[config.mk]
export PLATFORM = sky130hd
export DESIGN_NAME = ioctl_sdram_loader
export DESIGN_NICKNAME = d
export VERILOG_FILES = /design/src/rtl/ioctl_sdram_loader.sv
export SDC_FILE = /design/constraint.sdc
export NUM_CORES = 1
export LEC_CHECK = 0
export BUFFER_PORTS_ARGS = -buffer_cell sky130_fd_sc_hd__buf_4
export CAP_MARGIN = 20
export CORE_ASPECT_RATIO = 0.7
export CORE_MARGIN = 1.5
export CORE_UTILIZATION = 55
export CTS_CLUSTER_DIAMETER = 60
export CTS_CLUSTER_SIZE = 28
export DETAILED_ROUTE_END_ITERATION = 6
export GPL_ROUTABILITY_DRIVEN = 0
export HOLD_SLACK_MARGIN = 0.02
export PLACE_DENSITY = 0.72
export SETUP_SLACK_MARGIN = 0.5
export SYNTH_ARGS = -nofsm -noshare
export SYNTH_HDL_FRONTEND = slang
export SYNTH_SLANG_ARGS = --single-unit
export TNS_END_PERCENT = 100
[constraint.sdc]
create_clock -name clk_sys -period 10.33 [get_ports clk_sys]
set_input_delay 0.5165 -clock clk_sys [delete_from_list [all_inputs] [get_ports clk_sys]]
set_output_delay 0.5165 -clock clk_sys [all_outputs]
set_load 0.02 [all_outputs]
[src/rtl/ioctl_sdram_loader.sv]
// Packs the HPS ioctl byte-download stream into 16-bit words with byte enables,
// buffers them in a small FIFO and writes them to a word-addressed memory port.
module ioctl_sdram_loader #(
  parameter int INDEX     = 0,
  parameter int FIFO_BITS = 3,
  parameter int MEM_AW    = 22
) (
  input  logic              clk_sys,
  input  logic              reset_n,
  input  logic              ioctl_download,
  input  logic [7:0]        ioctl_index,
  input  logic              ioctl_wr,
  input  logic [24:0]       ioctl_addr,
  input  logic [7:0]        ioctl_dout,
  output logic              ioctl_wait,
  output logic              mem_req,
  output logic [MEM_AW-1:0] mem_addr,
  output logic [15:0]       mem_din,
  output logic [1:0]        mem_be,
  input  logic              mem_ack,
  output logic              load_done,
  output logic [24:0]       load_size,
  output logic              overflow,
  output logic              range_err
);

  localparam int DEPTH = 1 << FIFO_BITS;
  localparam int CW    = FIFO_BITS + 1;

  typedef enum logic [1:0] {IDLE, LOAD, FLUSH, DONE} state_t;
  state_t state;

  logic [MEM_AW-1:0]    fifo_addr [DEPTH];
  logic [15:0]          fifo_data [DEPTH];
  logic [1:0]           fifo_be   [DEPTH];
  logic [FIFO_BITS-1:0] wr_ptr, rd_ptr;
  logic [CW-1:0]        cnt, cnt_nxt;

  logic              hold_vld, hold_odd;
  logic [MEM_AW-1:0] hold_addr;
  logic [7:0]        hold_data;

  logic              active, in_range, byte_acc, range_hit, pair;
  logic [MEM_AW-1:0] byte_addr;
  logic              byte_odd;
  logic [24:0]       addr_p1;
  logic              push_req, push, pop, full, empty;
  logic [MEM_AW-1:0] push_addr;
  logic [15:0]       push_data;
  logic [1:0]        push_be;
  logic              flush_done, flush_nxt, wait_nxt;

  assign active    = ioctl_download && (ioctl_index == 8'(INDEX));
  assign in_range  = (ioctl_addr >> (MEM_AW + 1)) == '0;
  assign byte_acc  = (state == LOAD) && active && ioctl_wr && in_range;
  assign range_hit = (state == LOAD) && active && ioctl_wr && !in_range;
  assign byte_addr = ioctl_addr[MEM_AW:1];
  assign byte_odd  = ioctl_addr[0];
  assign addr_p1   = ioctl_addr + 25'd1;
  assign pair      = hold_vld && (hold_addr == byte_addr) && (hold_odd != byte_odd);

  // Push either the lone held byte or the hold merged with the incoming byte.
  always_comb begin
    push_req  = 1'b0;
    push_addr = hold_addr;
    push_data = hold_odd ? {hold_data, 8'h00} : {8'h00, hold_data};
    push_be   = hold_odd ? 2'b10 : 2'b01;
    if (byte_acc && hold_vld) begin
      push_req = 1'b1;
      if (pair) begin
        push_data = byte_odd ? {ioctl_dout, hold_data} : {hold_data, ioctl_dout};
        push_be   = 2'b11;
      end
    end else if ((state == FLUSH) && hold_vld) begin
      push_req = 1'b1;
    end
  end

  assign full       = (cnt == CW'(DEPTH));
  assign empty      = (cnt == '0);
  assign push       = push_req && !full;
  assign pop        = !mem_req && !empty;
  assign cnt_nxt    = cnt + CW'(push) - CW'(pop);
  assign flush_done = (state == FLUSH) && !hold_vld && empty && !mem_req;
  assign flush_nxt  = ((state == LOAD) && !active) || ((state == FLUSH) && !flush_done);
  assign wait_nxt   = (cnt_nxt >= CW'(DEPTH - 2)) || flush_nxt;

  // Storage: FIFO entries and hold payload carry no reset.
  always_ff @(posedge clk_sys) begin
    if (push) begin
      fifo_addr[wr_ptr] <= push_addr;
      fifo_data[wr_ptr] <= push_data;
      fifo_be[wr_ptr]   <= push_be;
    end
    if (byte_acc && !pair) begin
      hold_addr <= byte_addr;
      hold_data <= ioctl_dout;
      hold_odd  <= byte_odd;
    end
  end

  always_ff @(posedge clk_sys or negedge reset_n) begin
    if (!reset_n) begin
      state      <= IDLE;
      hold_vld   <= 1'b0;
      wr_ptr     <= '0;
      rd_ptr     <= '0;
      cnt        <= '0;
      mem_req    <= 1'b0;
      mem_addr   <= '0;
      mem_din    <= '0;
      mem_be     <= '0;
      load_done  <= 1'b0;
      load_size  <= '0;
      overflow   <= 1'b0;
      range_err  <= 1'b0;
      ioctl_wait <= 1'b0;
    end else begin
      load_done  <= 1'b0;
      ioctl_wait <= wait_nxt;
      cnt        <= cnt_nxt;
      if (push)
        wr_ptr <= wr_ptr + 1'b1;
      if (push_req && full)
        overflow <= 1'b1;
      if (pop) begin
        rd_ptr   <= rd_ptr + 1'b1;
        mem_req  <= 1'b1;
        mem_addr <= fifo_addr[rd_ptr];
        mem_din  <= fifo_data[rd_ptr];
        mem_be   <= fifo_be[rd_ptr];
      end else if (mem_req && mem_ack) begin
        mem_req <= 1'b0;
      end
      if (range_hit)
        range_err <= 1'b1;
      if (byte_acc) begin
        hold_vld <= !pair;
        if (addr_p1 > load_size)
          load_size <= addr_p1;
      end
      case (state)
        IDLE: if (active) begin
          state     <= LOAD;
          overflow  <= 1'b0;
          range_err <= 1'b0;
          load_size <= '0;
          hold_vld  <= 1'b0;
        end
        LOAD: if (!active) state <= FLUSH;
        FLUSH: begin
          hold_vld <= 1'b0;
          if (flush_done) begin
            state     <= DONE;
            load_done <= 1'b1;
          end
        end
        DONE: state <= IDLE;
        default: state <= IDLE;
      endcase
    end
  end

endmodule

==> results.md, run 1 <==
* Critical path destination: ioctl_wait
* Placed cell areas at 19,300 um^2
* Clk_lat worst skew at 0.57 ns
* CP arrival at 4.37 ns
* HPWL Detailed at 23,900 um
* Hold WC Path Type: in -> reg
* Initial antenna violation count at 0
* First-pass GRT wire length at 57,900 um
* RSZ-0062 raised after global routing: no
* Yosys cell types at 53
* Core area at 32,200 um^2
* Clock Skews at 0.0190 ns
* Post-CTS resize count at 0
* Worst-margin pin slew at 0.963 ns
* CTS Buf Count at 27
* Largest net degree at the start of global routing at 85
* Remaining DRCs at 0
* Worst R2R Setup Slack at 6.39 ns
* Minimum clock period at 3.94 ns
* CTS tree: built
* CP Launch Point: state[1]
* Routed WL at 37,900 um
* Hold path startpoint: ioctl_dout[1]
* CTS Hold Bufs at 1
* Die H at 154 um
* Startpoint types: register
* Power per cell area at 223 nW/um^2
* Initial Util at 0.557
* Setup repair bufs after CTS at 0
* Yosys Warn Count at 0
* Cells after synthesis at 1,049
* Final Hold Fails at 0
* Clk sinks at 434
* CP Data Required Time at 10.77 ns
* Max-cap violations at 0
* Vias in the first global route at 9,401
* Routed len/inst at 23.5 um
* Top-count cell post-synth: edfxtp_1
* DRT Pass-1 Iters at 5
* Fin. max-slew vios at 0
* Post-DRT Antenna Nets at 0
* Mapped cell area at 18,000 um^2
* Peak VDD IR at 0.180 mV
* Std cell rows at 55
* Syn-to-layout area delta at 13.2%
* Vias per cell at 5.95
* Most used DFF post-synth: edfxtp_1
* Commonest cells in the synthesized netlist: 351 x edfxtp_1, 83 x dfrtp_1, 80 x mux4_2
* Clock Tree Buf Depth at 3
* Total Neg Setup Slack at 0 ns
* Tot GR Track Use at 0.232
* Htree depth at 1
* Antenna Cells at 0
* Register area share after synthesis at 0.703
* Max Clk Rate at 254 MHz
* Cell leakage power at 7.40 nW
* Starting DRT DRC Count at 923
* Final nets at 1,249
* Clock-pin slew on the worst setup and hold paths at 0.10 ns
* R2R depth at 15
* FF-to-FF Start: state[1]
* Synth Area per Inst at 17.1 um^2
* Critical Path Sink Type: register
* Overflow after GRT at 0
* Finish-stage setup viols at 0
* Status: complete, no violations
* DIE WIDTH at 219 um
* Synth Net Count at 1,133
* Final worst-path cycle share at 0.381
* Ports at 116
* Layout cells sized above 1 at 0.237
* Buffers added on ports at 115
* Final Instance Area at 20,300 um^2
* R2r endpoint: ioctl_wait
* Via count at 9,590
* EDFF count, synth at 351
* Hold Path Depth at 1
* CP Class: reg -> reg
* Yosys reg bits at 434
* Async SR Flop Fraction at 0.191
* Fill count at 2,303
* Area leader, netlist: edfxtp_1
* Die footprint at 33,800 um^2
* Root Driver: clkbuf_16
* Top cell type's share of synthesized area at 0.587
* Largest cells by area after synthesis: edfxtp_1 59%, dfrtp_1 12%, mux4_2 10%
* Largest fanout on the critical path at 7
* Slew headroom at 0.355
per-layer routing:
| metal | part of all wire | wire, um | track usage | up-vias |
|---|---|---|---|---|
| met2 | 0.44 | 16500 | 0.333 | 296 |
| met4 | 0.015 | 580 | 0.0414 | 0 |
| met3 | 0.065 | 2440 | 0.0417 | 44 |
| met1 | 0.48 | 18300 | 0.376 | 4969 |
| li1 | - | - | - | 4281 |
| met5 | 0 | 0 | 0 | - |
cells in the final DEF, fill, tap and decap left out, types with 27 or more instances in the layout:
cell type / count
nor2_1: 56
ha_1: 37
mux2i_1: 64
nand2_1: 69
a21oi_1: 56
buf_4: 129
mux4_2: 80
inv_1: 38
xnor2_1: 28
edfxtp_1: 351
clkbuf_16: 27
dfrtp_1: 80
worst min-delay path by stage:
stage,endpoint
floorplan,cnt[0]
global placement,range_err
detailed placement,overflow
CTS,hold_data[0]
global route,hold_data[1]
finish,hold_data[1]
final cells by class:
cell class / instances / area (um^2) / area share
Sequential cell: 434 / 12600 / 0.621
Multi-Input combinational cell: 530 / 5030 / 0.248
Timing Repair Buffer: 132 / 1030 / 0.0505
Clock buffer: 30 / 687 / 0.0338
Tap cell: 427 / 534 / 0.0263
Clock inverter: 18 / 263 / 0.0129
Inverter: 40 / 150 / 0.00739
critical path, stage by stage, from the launching register on:
cell and delay, ns:
dfrtp_1 0.38, inv_1 0.10, ha_1 0.30, nor4bb_1 0.28
and4_2 0.37, o21ai_0 0.14, a21oi_1 0.30, clkinv_1 0.34
ha_1 0.39, inv_1 0.04, ha_1 0.21, a21o_1 0.17
a21oi_1 0.18, xor2_1 0.17, a21oi_1 0.31, nand3_1 0.13
report_power, final:
| group | leakage [nW] | internal (mW) | switching, mW |
|---|---|---|---|
| combinational | 2.76 | 0.600 | 0.661 |
| clock | 0.458 | 0.532 | 0.649 |
| sequential | 4.18 | 1.98 | 0.114 |
| total | 7.40 | 3.11 | 1.42 |
per-stage QoR:
| step | cells | power [mW] | utilization | hold WS [ns] | worst slack, ns |
|---|---|---|---|---|---|
| 3_3_place_gp | 1560 | 3.37 | 0.600 | 0.484 | 6.43 |
| 5_1_grt | 1611 | 4.75 | 0.631 | 0.113 | 6.04 |
| 6_report | 1611 | 4.53 | 0.631 | 0.138 | 6.39 |
| 2_1_floorplan | 1049 | 2.99 | - | 0.221 | 4.19 |
| 3_5_place_dp | 1560 | 3.39 | 0.600 | 0.494 | 6.31 |
| 4_1_cts | 1609 | 4.56 | 0.629 | 0.116 | 6.38 |
registers in the layout, indices dropped and copies added, names as in the netlist, 4 cells and up:
name       count
mem_addr      22
load_size     25
fifo_be       16
fifo_addr    176
mem_din       16
hold_addr     22
fifo_data    128
cnt            4
hold_data      8
kinds of logic (layout without fill, tap and decap cells):
group                    count (synthesis)  in the layout  share of synthesized area
AO/OA/AOI/OAI                           95             95                     0.0330
XOR/XNOR                                52             52                     0.0254
adder cells (fa/ha/maj)                 38             38                     0.0269
buffers and inverters                   85            220                     0.0207
flip-flops                             434            434                      0.703
multiplexers                           145            145                      0.137
AND/OR/NAND/NOR                        200            200                     0.0546
Power figures use the tool's default switching activity.
==> run 2, diff against run 1 <==
--- a/config.mk
+++ b/config.mk
@@ -15,7 +15,7 @@
 export DETAILED_ROUTE_END_ITERATION = 6
 export GPL_ROUTABILITY_DRIVEN = 0
 export HOLD_SLACK_MARGIN = 0.02
-export PLACE_DENSITY = 0.72
+export PLACE_DENSITY = 0.75
 export SETUP_SLACK_MARGIN = 0.5
 export SYNTH_ARGS = -nofsm -noshare
 export SYNTH_HDL_FRONTEND = slang
==> constraint.sdc (replaced) <==
create_clock -name clk_sys -period 3.6 [get_ports clk_sys]
set_input_delay 0.18 -clock clk_sys [delete_from_list [all_inputs] [get_ports clk_sys]]
set_output_delay 0.18 -clock clk_sys [all_outputs]
set_load 0.02 [all_outputs]
==> run 2 against run 1 <==
  * Wire length increased by 2.6%
  * Power increased to 2.8 times the previous value
  * First-iteration DRC count fell by 14%
  * Via count rose by 1.8%
  * Setup slack got worse by 5.8 ns
  * Global-route usage is 0.59 points higher
  * Clock power grew to 2.6 times the previous value
==> results.md, run 2 (synthesis results as in run 1) <==
* Tot GR Track Use at 0.238
* Top reg by flops: fifo_addr
* Clock-pin slew on the worst setup and hold paths at 0.10 ns
* Routed WL at 38,900 um
* Metal1 wirelength at 17,800 um
* Final WS setup at 0.578 ns
* CTS Buf Count at 24
* DIE WIDTH at 219 um
* Final Hold Fails at 0
* Final nets at 1,301
* Buffers added on ports at 115
* Critical path's largest stage delay at 0.60 ns
* Vias in the first global route at 9,915
* CP arrival at 3.48 ns
* Initial antenna violation count at 0
* RSZ-0062 raised after global routing: yes
* Max Clk Rate at 331 MHz
* Post-DRT Antenna Nets at 0
* Post-Route Hold Slack at 0.0717 ns
* Ports at 116
* Clk sinks at 434
* Max-cap violations at 0
* Final worst-path cycle share at 0.839
* Crit path cell chain: buf_4, dlygate4sd3_1, buf_4, nand4_1, xnor2_1, ha_1, nand4_1, nor2_1, nand3_1, or4_1, and2_4, a31o_2
* Slowest-stage cell, CP: dlygate4sd3_1
* Placed cell areas at 19,700 um^2
* Clock Skews at 0.0232 ns
* Antenna Cells at 0
* Status: complete, no violations
* CP Class: in -> reg
* Power per cell area at 611 nW/um^2
* HPWL Detailed at 23,300 um
* CTS tree: built
* Overflow after GRT at 0
* Peak VDD IR at 0.459 mV
* Largest fanout on the critical path at 24
* Remaining DRCs at 0
* Finish-stage setup viols at 0
* Critical Path Sink Type: register
* First-pass GRT wire length at 60,000 um
* Worst Setup Slack post-DPL at 0.128 ns
* Fin. max-slew vios at 0
* Routed met3 length at 2160 um
* Metal2 WL at 18,100 um
* Htree depth at 1
* Slew headroom at 0.308
* Layout cells sized above 1 at 0.245
* Max reg flops at 176
* Clk_lat worst skew at 0.58 ns
* Clock Tree Buf Depth at 3
* Core area at 32,200 um^2
* Total Neg Setup Slack at 0 ns
* Minimum clock period at 3.02 ns
* CP Data Required Time at 4.06 ns
* Startpoint types: input port
* Worst-margin pin slew at 1.04 ns
* Std cell rows at 55
* Via count at 9,762
* Buf+Inv Stages, Crit Path at 3
* Die footprint at 33,800 um^2
* Starting DRT DRC Count at 795
* Hold WC Path Type: in -> reg
* Routed len/inst at 23.4 um
* Top Layer Used: met4
* Family with the most delay on the worst path: simple AND/OR/NAND/NOR gates
* Die H at 154 um
* Vias per cell at 5.87
* Largest net degree at the start of global routing at 85
* Largest registers: fifo_addr: 176 flops, fifo_data: 128 flops, load_size: 25 flops
* Cell leakage power at 7.62 nW
* DRT Pass-1 Iters at 6
* Most common cell after layout, fill and taps aside: edfxtp_1
* Initial Util at 0.557
* Commonest cells after routing, fill and taps aside: 351 x edfxtp_1, 138 x buf_4, 80 x mux4_2, 80 x dfrtp_1, 69 x nand2_1
* Final Instance Area at 20,900 um^2
* Syn-to-layout area delta at 16.4%
* Root Driver: clkbuf_16
[run 2: cell count changes in the layout (fill, tap and decap cells not counted), moves of 3 or more]
cell	change
nor3_4	+4
inv_6	-3
buf_4	+9
dlygate4sd3_1	+35
clkbuf_16	-3
buf_12	+11
nor3_2	-4
[run 2: worst paths after layout]
check | startpoint | cells after the start | end | slack (ns)
min in group asynchronous | reset_n | 2 | cnt[1] | 0.10
max reg2reg | state[1] | 14 | ioctl_wait | 0.60
max in group asynchronous | reset_n | 3 | mem_addr[3] | 2.70
min reg2reg | range_err | 2 | range_err | 0.52
max | ioctl_addr[10] | 12 | load_size[18] | 0.58
min | ioctl_addr[14] | 5 | load_size[15] | 0.07
[run 2: repair_timing]
item	in CTS	in global routing
pin swaps	0	1
setup buffers	0	5
hold buffers	36	0
hold endpoints to repair	85	0
setup endpoints to repair	1	91
gates resized for setup	1	4
[run 2: layer usage]
layer  vias up  track usage
met1      5031        0.364
met5         -            0
li1       4373            -
met4         0       0.0538
met2       309        0.367
met3        49       0.0324
[run 2: through the flow]
stage | util | power, mW | cells
finish | 0.649 | 12.8 | 1662
global route | 0.649 | 13.4 | 1662
CTS | 0.648 | 12.9 | 1657
detailed placement | 0.611 | 9.77 | 1577
global placement | 0.610 | 9.71 | 1576
floorplan | - | 8.60 | 1049
[run 2: where the power goes]
group | internal, mW | total (mW) | leakage (nW) | switching [mW]
combinational | 1.79 | 3.61 | 3.04 | 1.82
clock | 1.35 | 3.12 | 0.401 | 1.77
sequential | 5.67 | 6.05 | 4.18 | 0.374
[run 2: worst min-delay path, stage by stage]
cell and delay [ns]:
buf_4 0.13, nand3_1 0.08, xnor2_1 0.10, nand2_1 0.07, mux2i_1 0.06
[run 2: area by class of cell]
cell class                      instances  area, um^2
Fill cell                            2221       11300
Inverter                               40         155
Tap cell                              427         534
Timing Repair Buffer                  187        1660
Clock buffer                           28         616
Clock inverter                         16         206
Multi-Input combinational cell        530        5100
Sequential cell                       434       12600
==> run 3, diff against run 2 <==
==> constraint.sdc (replaced) <==
create_clock -name clk_sys -period 2.5 [get_ports clk_sys]
set_input_delay 0.125 -clock clk_sys [delete_from_list [all_inputs] [get_ports clk_sys]]
set_output_delay 0.125 -clock clk_sys [all_outputs]
set_load 0.02 [all_outputs]
==> run 3 against run 2 <==
  * The flow now finishes with violations (negative setup slack)
  * Final cell count is 13% higher
  * Via count is 20% higher
  * Hold slack worse by 0.024 ns
  * Clock-buffer cell count is 1 lower
  * Cell area is 15% higher
  * First-iteration DRC count is 87% higher
  * Setup slack worse by 0.87 ns
  * Utilization is 9.4 points higher
  * Register-to-register slack worse by 0.89 ns
  * Non-clock buffer count is 213 higher
  * Die area stayed put
  * Wire length is 33% higher
  * Critical endpoint is now fifo_be[7][1]
==> results.md, run 3 (synthesis results as in run 1) <==
* Fin. max-slew vios at 0
* Via count at 11.7k
* CTS Buf Count at 23
* Htree depth at 1
* Final worst-path cycle share at 1.12
* Ports at 116
* Max-cap violations at 0
* Initial Util at 0.557
* Antenna Cells at 0
* Largest fanout on the critical path at 5
* Worst-margin pin slew at 0.941 ns
* Hold WC Path Type: in -> reg
* Power per cell area at 791 nW/um^2
* First-pass GRT wire length at 70,300 um
* Status: finished with violations
* Placed cell areas at 20,700 um^2
* RSZ-0062 raised after global routing: yes
* Vias in the first global route at 11.6k
* Routed len/inst at 27.6 um
* Clk sinks at 434
* Most common cell after layout, fill and taps aside: edfxtp_1
* Root Driver: clkbuf_16
* Vias per cell at 6.25
* HPWL Detailed at 25,900 um
* Buffers added on ports at 115
* CP Class: reg -> reg
* Routed WL at 51,800 um
* Top reg by flops: fifo_addr
* CTS tree: built
* Minimum clock period at 2.79 ns
* Peak VDD IR at 0.895 mV
* Max reg flops at 176
* Die footprint at 33,800 um^2
* Starting DRT DRC Count at 1,484
* Final nets at 1,516
* Largest registers: fifo_addr: 176 flops, fifo_data: 128 flops, load_size: 25 flops
* Max Clk Rate at 358 MHz
* CP Data Required Time at 2.78 ns
* Commonest cells after routing, fill and taps aside: 351 x edfxtp_1, 266 x buf_4, 80 x mux4_2, 80 x dfrtp_1, 65 x nand2_1
* Post-DRT Antenna Nets at 0
* Slew headroom at 0.373
* Die H at 154 um
* DIE WIDTH at 219 um
* Final Hold Fails at 0
* Remaining DRCs at 0
* Fin util at 0.743
* Finish-stage setup viols at 412
* Cell leakage power at 9.15 nW
* Tot GR Track Use at 0.284
* Clk_lat worst skew at 0.59 ns
* Clock Tree Buf Depth at 3
* Clock Skews at 0.0402 ns
* Failing checks: negative setup slack
* Overflow after GRT at 0
* Largest net degree at the start of global routing at 85
* DRT Pass-1 Iters at 5
* Final Instance Area at 23,900 um^2
* Critical Path Sink Type: register
* Std cell rows at 55
* CP arrival at 3.07 ns
* Syn-to-layout area delta at 33.3%
* Layout cells sized above 1 at 0.398
* Startpoint types: register
* Core area at 32,200 um^2
* Final WS setup at -0.292 ns
* Clock-pin slew on the worst setup and hold paths at 0.10 ns
* Initial antenna violation count at 0
[run 3: cell types whose count changed in the layout (fill, tap and decap cells not counted), moves of 11 or more]
cell     before  now
buf_4       138  266
buf_12       12   40
buf_6         0   27
buf_16        1   13
xnor2_1      28   17
xnor2_2       0   11
[run 3: per-stage QoR]
| stage | cells | setup TNS, ns | worst slack [ns] | total power, mW | hold WS (ns) |
|---|---|---|---|---|---|
| after CTS | 1836 | -63.90 | -0.256 | 18.7 | 0.0241 |
| after floorplan | 1049 | -100.24 | -0.739 | 12.4 | -0.171 |
| final | 1876 | -77.16 | -0.292 | 18.9 | 0.0473 |
| after global placement | 1692 | -60.62 | -0.628 | 14.2 | 0.272 |
| after global routing | 1876 | -119.95 | -0.393 | 19.7 | 0.0634 |
| after detailed placement | 1692 | -80.20 | -0.663 | 14.4 | 0.288 |
[run 3: layout make-up]
| type | count | area (um^2) |
|---|---|---|
| fill | 1788 | 8260 |
| tap | 427 | 534 |
| multi-input combinational | 533 | 5580 |
| timing repair buffer | 400 | 4290 |
| inverter | 40 | 155 |
| clock inverter | 15 | 163 |
| clock buffer | 27 | 591 |
| sequential | 434 | 12600 |
[run 3: path summary, 6_finish.rpt]
kind	startpoint	end	slack (ns)	cells past startpoint
setup / recovery	state[1]	fifo_be[7][1]	-0.29	13
hold / removal	ioctl_addr[10]	load_size[10]	0.05	5
setup reg to reg	state[1]	fifo_be[7][1]	-0.29	13
hold reg to reg	overflow	overflow	0.53	2
max in group asynchronous	reset_n	load_size[19]	1.60	3
min in group asynchronous	reset_n	cnt[3]	0.21	2
[run 3: worst max-delay path, stage by stage, from the launching register on]
cell       delay [ns]
dfrtp_1          0.40
inv_2            0.08
ha_4             0.15
nor4bb_4         0.19
and4_4           0.34
o21ai_4          0.08
a21oi_4          0.18
buf_4            0.14
buf_6            0.11
nand2_2          0.08
buf_6            0.18
nor2_4           0.15
buf_6            0.15
bufbuf_16        0.27
[run 3: power by group]
group / internal, mW / switching [mW]
Combinational: 2.94 / 2.91
Clock: 1.83 / 2.50
Sequential: 8.17 / 0.581
Total: 12.9 / 5.99
[run 3: timing repair]
action                                  CTS  global route
buffers inserted                         48            25
pin swaps                                12            24
endpoints found under the setup margin  565           572
hold endpoints to repair                155             1
hold buffers                             35             1
gates resized for setup                  78            71
cloned                                   19            14
[run 3: metal layers]
metal	up-vias	GRT usage	wire (um)
met5	-	0	0
met4	0	0.0766	1920
met3	157	0.0524	5170
met2	736	0.462	24800
met1	5991	0.400	19900
li1	4835	-	-
